==> src/rtl/fifo_pkg.sv <==
// Shared FIFO helpers: width helpers and wrap-bit pointer arithmetic.
// Pointers are passed zero-extended to ptr_t; ptr_w is the real pointer width including the wrap bit.
package fifo_pkg;

  localparam int PTR_MAX_W = 32;
  typedef logic [PTR_MAX_W-1:0] ptr_t;

  function automatic int clog2(input int value);
    int r;
    int v;
    r = 0;
    v = value - 1;
    while (v > 0) begin
      r++;
      v = v >> 1;
    end
    return r;
  endfunction

  function automatic int level_w(input int depth_width);
    return depth_width + 1;
  endfunction

  function automatic ptr_t ptr_mask(input int ptr_w);
    return (ptr_t'(1) << ptr_w) - ptr_t'(1);
  endfunction

  function automatic ptr_t ptr_inc(input ptr_t p, input int ptr_w);
    return (p + ptr_t'(1)) & ptr_mask(ptr_w);
  endfunction

  // Full: address bits match, wrap bit differs.
  function automatic logic ptr_full(input ptr_t wr, input ptr_t rd, input int ptr_w);
    return ((wr ^ rd) & ptr_mask(ptr_w)) == (ptr_t'(1) << (ptr_w - 1));
  endfunction

  function automatic logic ptr_empty(input ptr_t wr, input ptr_t rd, input int ptr_w);
    return ((wr ^ rd) & ptr_mask(ptr_w)) == '0;
  endfunction

endpackage

==> src/rtl/fifo_fwft_outstage.sv <==
// Head-word stage: read handshake, next-to-present RAM address and head valid flag.
// The RAM re-reads the head address every idle cycle, so its registered dout holds the head word.
module fifo_fwft_outstage
  import fifo_pkg::*;
#(
  parameter int DEPTH_WIDTH = 4,
  parameter int DATA_WIDTH  = 32
) (
  input  logic                   clk,
  input  logic                   clr_i,
  input  logic [DEPTH_WIDTH:0]   rd_ptr_q_i,
  input  logic [DEPTH_WIDTH:0]   wr_ptr_d_i,
  input  logic                   rd_ready_i,
  input  logic [DATA_WIDTH-1:0]  ram_dout_i,
  output logic                   rd_en_o,
  output logic [DEPTH_WIDTH:0]   rd_ptr_d_o,
  output logic [DEPTH_WIDTH-1:0] ram_raddr_o,
  output logic                   rd_valid_o,
  output logic [DATA_WIDTH-1:0]  rd_data_o
);

  localparam int PTR_W = DEPTH_WIDTH + 1;

  logic             valid_q;
  logic             valid_d;
  logic [PTR_W-1:0] rd_ptr_inc;

  assign rd_ptr_inc  = PTR_W'(ptr_inc(ptr_t'(rd_ptr_q_i), PTR_W));
  assign rd_en_o     = valid_q & rd_ready_i & ~clr_i;
  assign rd_ptr_d_o  = rd_en_o ? rd_ptr_inc : rd_ptr_q_i;
  // Prefetch: fetch the word that will be the head after this edge.
  assign ram_raddr_o = rd_ptr_d_o[DEPTH_WIDTH-1:0];

  assign valid_d = ~clr_i & ~ptr_empty(ptr_t'(wr_ptr_d_i), ptr_t'(rd_ptr_d_o), PTR_W);

  always_ff @(posedge clk) begin
    valid_q <= valid_d;
  end

  assign rd_valid_o = valid_q;
  assign rd_data_o  = ram_dout_i;

endmodule

==> src/rtl/simple_dpram_sclk.sv <==
// Single-clock simple dual-port RAM with registered read and optional write-to-read bypass.
module simple_dpram_sclk #(
  parameter int ADDR_WIDTH    = 4,
  parameter int DATA_WIDTH    = 32,
  parameter int ENABLE_BYPASS = 1
) (
  input  logic                  clk,
  input  logic [ADDR_WIDTH-1:0] raddr_i,
  input  logic                  re_i,
  input  logic [ADDR_WIDTH-1:0] waddr_i,
  input  logic                  we_i,
  input  logic [DATA_WIDTH-1:0] din_i,
  output logic [DATA_WIDTH-1:0] dout_o
);

  logic [DATA_WIDTH-1:0] mem_q [0:2**ADDR_WIDTH-1];
  logic [DATA_WIDTH-1:0] dout_q;

  always_ff @(posedge clk) begin
    if (we_i) mem_q[waddr_i] <= din_i;
  end

  if (ENABLE_BYPASS != 0) begin : g_bypass
    always_ff @(posedge clk) begin
      if (re_i) dout_q <= (we_i && (waddr_i == raddr_i)) ? din_i : mem_q[raddr_i];
    end
  end else begin : g_no_bypass
    always_ff @(posedge clk) begin
      if (re_i) dout_q <= mem_q[raddr_i];
    end
  end

  assign dout_o = dout_q;

endmodule

==> src/rtl/fifo_fwft.sv <==
// First-word-fall-through FIFO, 2**DEPTH_WIDTH entries, valid/ready on both sides.
// Define FIFO_FLUSH_EN to add flush_i, which empties the FIFO like rst.
module fifo_fwft
  import fifo_pkg::*;
#(
  parameter int DEPTH_WIDTH = 4,
  parameter int DATA_WIDTH  = 32,
  parameter int AF_THRESH   = 2**DEPTH_WIDTH - 1,
  parameter int AE_THRESH   = 1
) (
  input  logic                  clk,
  input  logic                  rst,
`ifdef FIFO_FLUSH_EN
  input  logic                  flush_i,
`endif
  input  logic [DATA_WIDTH-1:0] wr_data_i,
  input  logic                  wr_valid_i,
  output logic                  wr_ready_o,
  output logic [DATA_WIDTH-1:0] rd_data_o,
  output logic                  rd_valid_o,
  input  logic                  rd_ready_i,
  output logic [DEPTH_WIDTH:0]  level_o,
  output logic                  almost_full_o,
  output logic                  almost_empty_o
);

  localparam int PTR_W = DEPTH_WIDTH + 1;
  localparam int LVL_W = level_w(DEPTH_WIDTH);
  localparam int CAP   = 2**DEPTH_WIDTH;

  if (DEPTH_WIDTH < 1 || DATA_WIDTH < 1 || AF_THRESH > CAP || AE_THRESH >= CAP) begin : g_param_check
    $error("fifo_fwft: illegal DEPTH_WIDTH/DATA_WIDTH/AF_THRESH/AE_THRESH");
  end

  logic clr;
`ifdef FIFO_FLUSH_EN
  assign clr = rst | flush_i;
`else
  assign clr = rst;
`endif

  logic [PTR_W-1:0]       wr_ptr_q, wr_ptr_d;
  logic [PTR_W-1:0]       rd_ptr_q, rd_ptr_d;
  logic [LVL_W-1:0]       level_q, level_d;
  logic                   wr_en, rd_en;
  logic [DEPTH_WIDTH-1:0] ram_raddr;
  logic [DATA_WIDTH-1:0]  ram_dout;

  // Readiness comes from the registered level only: no same-cycle pass-through when full.
  assign wr_ready_o = ~rst & (level_q != LVL_W'(CAP));
  assign wr_en      = wr_valid_i & wr_ready_o & ~clr;
  assign wr_ptr_d   = wr_en ? PTR_W'(ptr_inc(ptr_t'(wr_ptr_q), PTR_W)) : wr_ptr_q;

  always_comb begin
    level_d = level_q;
    case ({wr_en, rd_en})
      2'b10:   level_d = level_q + LVL_W'(1);
      2'b01:   level_d = level_q - LVL_W'(1);
      default: level_d = level_q;
    endcase
  end

  always_ff @(posedge clk) begin
    if (clr) begin
      wr_ptr_q <= '0;
      rd_ptr_q <= '0;
      level_q  <= '0;
    end else begin
      wr_ptr_q <= wr_ptr_d;
      rd_ptr_q <= rd_ptr_d;
      level_q  <= level_d;
    end
  end

  assign level_o        = level_q;
  assign almost_full_o  = (level_q >= LVL_W'(AF_THRESH));
  assign almost_empty_o = (level_q <= LVL_W'(AE_THRESH));

  // Bypass covers a write landing on the address being prefetched (empty, or level 1 with a read).
  simple_dpram_sclk #(
    .ADDR_WIDTH   (DEPTH_WIDTH),
    .DATA_WIDTH   (DATA_WIDTH),
    .ENABLE_BYPASS(1)
  ) u_ram (
    .clk    (clk),
    .raddr_i(ram_raddr),
    .re_i   (1'b1),
    .waddr_i(wr_ptr_q[DEPTH_WIDTH-1:0]),
    .we_i   (wr_en),
    .din_i  (wr_data_i),
    .dout_o (ram_dout)
  );

  fifo_fwft_outstage #(
    .DEPTH_WIDTH(DEPTH_WIDTH),
    .DATA_WIDTH (DATA_WIDTH)
  ) u_outstage (
    .clk        (clk),
    .clr_i      (clr),
    .rd_ptr_q_i (rd_ptr_q),
    .wr_ptr_d_i (wr_ptr_d),
    .rd_ready_i (rd_ready_i),
    .ram_dout_i (ram_dout),
    .rd_en_o    (rd_en),
    .rd_ptr_d_o (rd_ptr_d),
    .ram_raddr_o(ram_raddr),
    .rd_valid_o (rd_valid_o),
    .rd_data_o  (rd_data_o)
  );

endmodule
==> config.mk <==
export PLATFORM = sky130hd
export DESIGN_NAME = fifo_fwft
export DESIGN_NICKNAME = d
export VERILOG_FILES = /design/src/rtl/fifo_pkg.sv /design/src/rtl/fifo_fwft_outstage.sv /design/src/rtl/simple_dpram_sclk.sv /design/src/rtl/fifo_fwft.sv
export SDC_FILE = /design/constraint.sdc
export NUM_CORES = 1
export LEC_CHECK = 0
export CORE_UTILIZATION = 57
export DETAILED_ROUTE_END_ITERATION = 12
export HOLD_SLACK_MARGIN = 0.05
export PLACE_DENSITY = 0.78
export SYNTH_ARGS = -nofsm -noshare
export SYNTH_HDL_FRONTEND = slang
export SYNTH_HIERARCHICAL = 1
export SYNTH_SLANG_ARGS = --single-unit
==> constraint.sdc <==
create_clock -name clk -period 14.5 [get_ports clk]
set_input_delay 3.625 -clock clk [delete_from_list [all_inputs] [get_ports clk]]
set_output_delay 3.625 -clock clk [all_outputs]
set_load 0.01 [all_outputs]
==> impl_metrics.toml, run 1 <==
[status]
status = "finished clean"

[synthesis]
synth_edf_count = 544
yosysTopAreaCell = "edfxtp_1"
synthDominantCellAreaShare_pct = 74.6
syn_area_mm2 = 0.0219
ys_top_cells_by_area = "edfxtp_1, mux4_2, a22oi_1, mux2_2, dfxtp_1"
synth_seq_area_share_pct = 76.0
syn_area_per_cell_um2 = 21.2
ys.warnings.count = 6
synth_flop_cell = "edfxtp_1"
async_flop_share_pct = 0
ys_types = 50
synth_seq_cells = 560
netlist_instances = 1031

[finish]
layout-area-overhead-vs-synth_pct = 14.0
antenna_cells = 0
layout_common_cells = "edfxtp_1, mux4_2, clkdlybuf4s50_1"
drive_above_1_share_pct = 24.6
mostFrequentLayoutCell = "edfxtp_1"
nFillCells = 2362
seq_area_mm2 = 0.0167
fin_nets = 1178
multiInputGateArea_mm2 = 0.00500
final_core_util_pct = 66.2

[die]
fp-row-count = 71
core-area_mm2 = 0.0378
start_util_pct = 58.0
dieWidth_um = 198
die_area_mm2 = 0.0392
die_y_um = 198
io_pins = 77

[sta]
period_needed_ns = 8.75
holdWs_ns = 0.486
setup_tns_ns = 0
fmax_mhz = 114
slew_viol_final = 0
clock_skew_ns = 0.0156
finalCritPeriodShare_pct = 60.3
tightest_slew_ns = 1.36
finalSetupViolations = 0
rsz0062_at_grt = "false"
worst_slack_ns = 5.75
max_slew_margin_pct = 8.78
hold_viol_final = 0

[cts]
cts_tree = "built"
clkSinkCount = 560
path_clk_slew_ns = 0.06
cts_setup_buffers = 0
cts_buffer_depth = 3
cts_root_buf = "clkbuf_16"
cts_resized = 0
hold_buffers = 0
h-tree-depth = 2
clock_latency_ns = 0.59
numCtsBuffers = 54

[critical_path]
cp.required_ns = 10.88
crit_slowest_cell = "clkdlybuf4s50_1"
setup.worst_path.end_class = "output port"
worstPathMaxFanout = 18
critPathKind = "in2out"
crit_chain = "clkdlybuf4s50_1 > nor2_1 > clkdlybuf4s50_1"
cp_common_cell = "clkdlybuf4s50_1"
worstSetupStartpointType = "primary input"
arrival_ns = 5.12
critPathMaxStageDelay_ns = 0.74

[placed_design]
io_buffer_count = 76
hpwl_um = 22800
pre_cts_slack_ns = 5.74
finalWeightedCongestion = 0.730

[route]
vias = 10300
routedWlPerCell_um = 26.2
drt_iter0_drc = 710
drtAntennaViolNets = 0
dr.pass1.iters = 5
routed_wl_um = 44300
via_per_inst = 6.09
drc_errors = 0

[power]
vdd_drop_max_v = 0.0000983
p_seq_share_pct = 54.4
pwr-share-clk_pct = 40.3
comb_power_share_pct = 5.3
p_sw_uw = 661
power.density_mw_per_mm2 = 133
swShare_pct = 19.9
p_leak_uw = 0.00787
total_power_uw = 3320
power.internal_uw = 2650

[global_route]
grt_max_degree = 68
grt_pass1_wl_um = 66500
grt_use_total_pct = 23.8
grt-ovfl-total = 0
antenna_found_initial = 1
grt_pass1_vias = 10800

[worst_hold_path]
hold_class = "reg2reg"

[job]
cap_violations = 0
## cell families after synthesis
logic type                 count (synthesis)  synth area share, %
AOI/OAI and AO/OA                         76                 2.53
xor gates and xnor gates                  22                0.880
other                                      1               0.0171
buffers and inverters                     94                 2.41
muxes                                    167                 15.2
adders and majority gates                  8                0.457
DFF                                      560                 76.0
and+or+nand+nor                          103                 2.47
## metal layers
layer	wire (um)	GRT usage, %	vias to the layer above
met1	16900	30.2	5352
met2	23000	40.8	438
met3	3090	4.45	100
met4	1330	9.22	2
met5	13	0	-
li1	-	-	4391
## final cells by class
| class | count | area share [%] |
|---|---|---|
| Timing Repair Buffer | 105 | 3.92 |
| Clock inverter | 24 | 0.761 |
| Tap cell | 511 | 2.56 |
| Sequential cell | 560 | 66.7 |
| Multi-Input combinational cell | 408 | 20.0 |
| Inverter | 5 | 0.0751 |
| Clock buffer | 75 | 5.98 |
## worst max-delay path, delay by kind of cell
kind / cells / cell delay (ns)
buf+inv: 2 / 1.29
simple gates: 1 / 0.21
## cells in the mapped netlist, types with 2 or more instances
master	n
nand2_1	40
buf_6	2
buf_1	4
buf_2	19
mux2_1	2
o21ai_1	2
nand2b_1	3
nand3_1	5
nor2_1	21
nor2b_1	8
ha_1	8
nor3_1	5
xnor2_1	11
a22oi_1	62
mux2_2	32
mux2i_1	4
inv_1	5
dfxtp_1	16
edfxtp_1	544
clkbuf_1	28
nor3_2	2
nand3b_1	2
mux4_2	129
or3_1	2
buf_4	36
xor2_1	11
a21oi_1	5
## final timing paths
path	from	endpoint	slack, ns	cells past startpoint
worst max-delay path	rst	wr_ready_o	5.75	3
worst min-delay path	wr_ptr_q[4]	wr_ptr_q[4]	0.49	1
worst min register to register	wr_ptr_q[4]	wr_ptr_q[4]	0.49	1
worst max register to register	u_outstage/rd_valid_o	u_ram/dout_o[20]	10.28	8
## state kept, by name (all words and copies together), names as in the netlist
register and count:
u_ram/mem_q 512, u_ram/dout_o 32, level_o 5, rd_ptr_q 5
wr_ptr_q 5, u_outstage/rd_valid_o 1
## power by group through the flow
stage          clock (uW)  sequential (uW)  combinational (uW)
5_1_grt              1410             1800                 192
3_5_place_dp            0             1840                 178
6_report             1330             1800                 177
4_1_cts              1350             1800                 180
2_1_floorplan           0             1840                 119
3_3_place_gp            0             1840                 174
## through the flow
step | cell area [um^2] | instances
2_1_floorplan | 22000 | 1062
3_3_place_gp | 23300 | 1589
3_5_place_dp | 23300 | 1589
4_1_cts | 25000 | 1688
5_1_grt | 25000 | 1688
6_report | 25000 | 1688
No activity file was read; power rests on OpenSTA's default activity.
==> run 2, diff against run 1 <==
Settings changed: CORE_UTILIZATION 57 to 55, PLACE_DENSITY 0.78 to 0.79.
Clock period 14.5 ns to 7.3 ns, I/O delays scaled along.
==> run 2 against run 1 <==
Net effect:
- die area grew 3.6%
- cell count increased by 0.89%
- sequential share of layout area fell by 0.43 points
- hold slack improved by 0.015 ns
- global-route usage shrank 0.47 points
- clock power rose by 110%
- flip-flop and latch count stayed put
- highest routed layer is now met4
- critical path depth increased by 6
- via count increased by 1.9%
==> impl_metrics.toml, run 2 (synthesized netlist as in run 1, its figures left out) <==
[sta]
setup_tns_ns = 0
period_needed_ns = 5.06
slew_viol_final = 0
holdWs_ns = 0.501
fmax_mhz = 198
finalSetupViolations = 0
tightest_slew_ns = 1.32
clock_skew_ns = 0.0133
max_slew_margin_pct = 11.2
finalCritPeriodShare_pct = 69.3
hold_viol_final = 0
rsz0062_at_grt = "false"

[job]
cap_violations = 0

[route]
dr.pass1.iters = 5
routedWlPerCell_um = 27.1
via_per_inst = 6.15
drc_errors = 0
vias = 10500
drt_iter0_drc = 946
drtAntennaViolNets = 0
routed_wl_um = 46100

[critical_path]
crit_chain = "clkdlybuf4s50_1 > buf_4 > and3b_1 > nand4_2 > xnor2_1 > xor2_1 > nor4_4 > buf_4 > mux2_2"
cp_common_cell = "buf_4"
worstPathMaxFanout = 22
arrival_ns = 5.39
cp.required_ns = 7.63
critPathMaxStageDelay_ns = 0.77
crit_slowest_cell = "xnor2_1"
worstSetupStartpointType = "primary input"
setup.worst_path.end_class = "flip-flop"
critPathKind = "in2reg"

[global_route]
grt_pass1_vias = 10900
antenna_found_initial = 1
grt-ovfl-total = 0
grt_pass1_wl_um = 68300
grt_use_total_pct = 23.3
busiest_layer = "met2"
grt_use_met3_pct = 4.68
grt_max_degree = 72
met1_usage_pct = 30.6
grtUsageMet2_pct = 39.3

[die]
core-area_mm2 = 0.0389
die_area_mm2 = 0.0406
start_util_pct = 56.3
io_pins = 77
die_y_um = 202
fp-row-count = 72
dieWidth_um = 202

[cts]
clkSinkCount = 560
numCtsBuffers = 54
cts_tree = "built"
cts_setup_buffers = 0
clock_latency_ns = 0.59
h-tree-depth = 2
cts_buffer_depth = 3
hold_buffers = 0
cts_resized = 0
path_clk_slew_ns = 0.06
cts_root_buf = "clkbuf_16"

[finish]
drive_above_1_share_pct = 25.8
fin_nets = 1184
layout_common_cells = "edfxtp_1, mux4_2, clkdlybuf4s50_1"
top_register = "u_ram/mem_q"
mostFrequentLayoutCell = "edfxtp_1"
largest_register_ffs = 512
layout-area-overhead-vs-synth_pct = 14.8
final_core_util_pct = 64.6

[placed_design]
hpwl_um = 24200
io_buffer_count = 76
finalWeightedCongestion = 0.743

[power]
vdd_drop_max_v = 0.000176
power.density_mw_per_mm2 = 267
total_power_uw = 6710
p_leak_uw = 0.00796

[status]
status = "finished clean"

[worst_hold_path]
hold_class = "reg2reg"
run 2: per-stage QoR:
stage | instances | setup WS (ns) | cell area (um^2)
finish | 1703 | 2.24 | 25100
global route | 1702 | 2.08 | 25100
CTS | 1702 | 2.27 | 25100
detailed placement | 1602 | 1.69 | 23400
global placement | 1602 | 1.78 | 23400
floorplan | 1062 | 1.79 | 22000
run 2: final timing paths:
kind	from	endpoint	slack [ns]	cells after the start
max	rst	u_ram/dout_o[26]	2.24	9
max reg2reg	level_o[0]	u_ram/mem_q[0][1]	3.47	8
min	wr_ptr_q[4]	wr_ptr_q[4]	0.50	1
min reg2reg	wr_ptr_q[4]	wr_ptr_q[4]	0.50	1
run 2: cell type report:
class / count / area, um^2
flip-flops and latches: 560 / 16700
fillers: 2508 / 13800
multi-input cells: 408 / 5010
clock buffers: 63 / 1410
repair buffers: 111 / 1050
well taps: 518 / 648
clock inverters: 37 / 354
inverters: 5 / 18.8
diodes: 1 / 2.50
run 2: layer usage:
metal  share of wire, %  wire (um)  vias to the layer above
li1                   -          -                     4413
met1                 39      17800                     5529
met2                 51      23500                      441
met3                7.3       3360                       98
met4                3.1       1420                        0
met5                  0          0                        -
run 2: critical path: cells and delay by family:
family,cells,cell delay [ns]
xor+xnor,2,0.99
simple gates,3,1.09
mux,1,0.40
buf+inv,3,1.06
run 2: where the power goes:
part | switching [uW] | internal, uW
logic | 176 | 180
clock network | 1150 | 1620
registers | 18.7 | 3570
total | 1340 | 5370
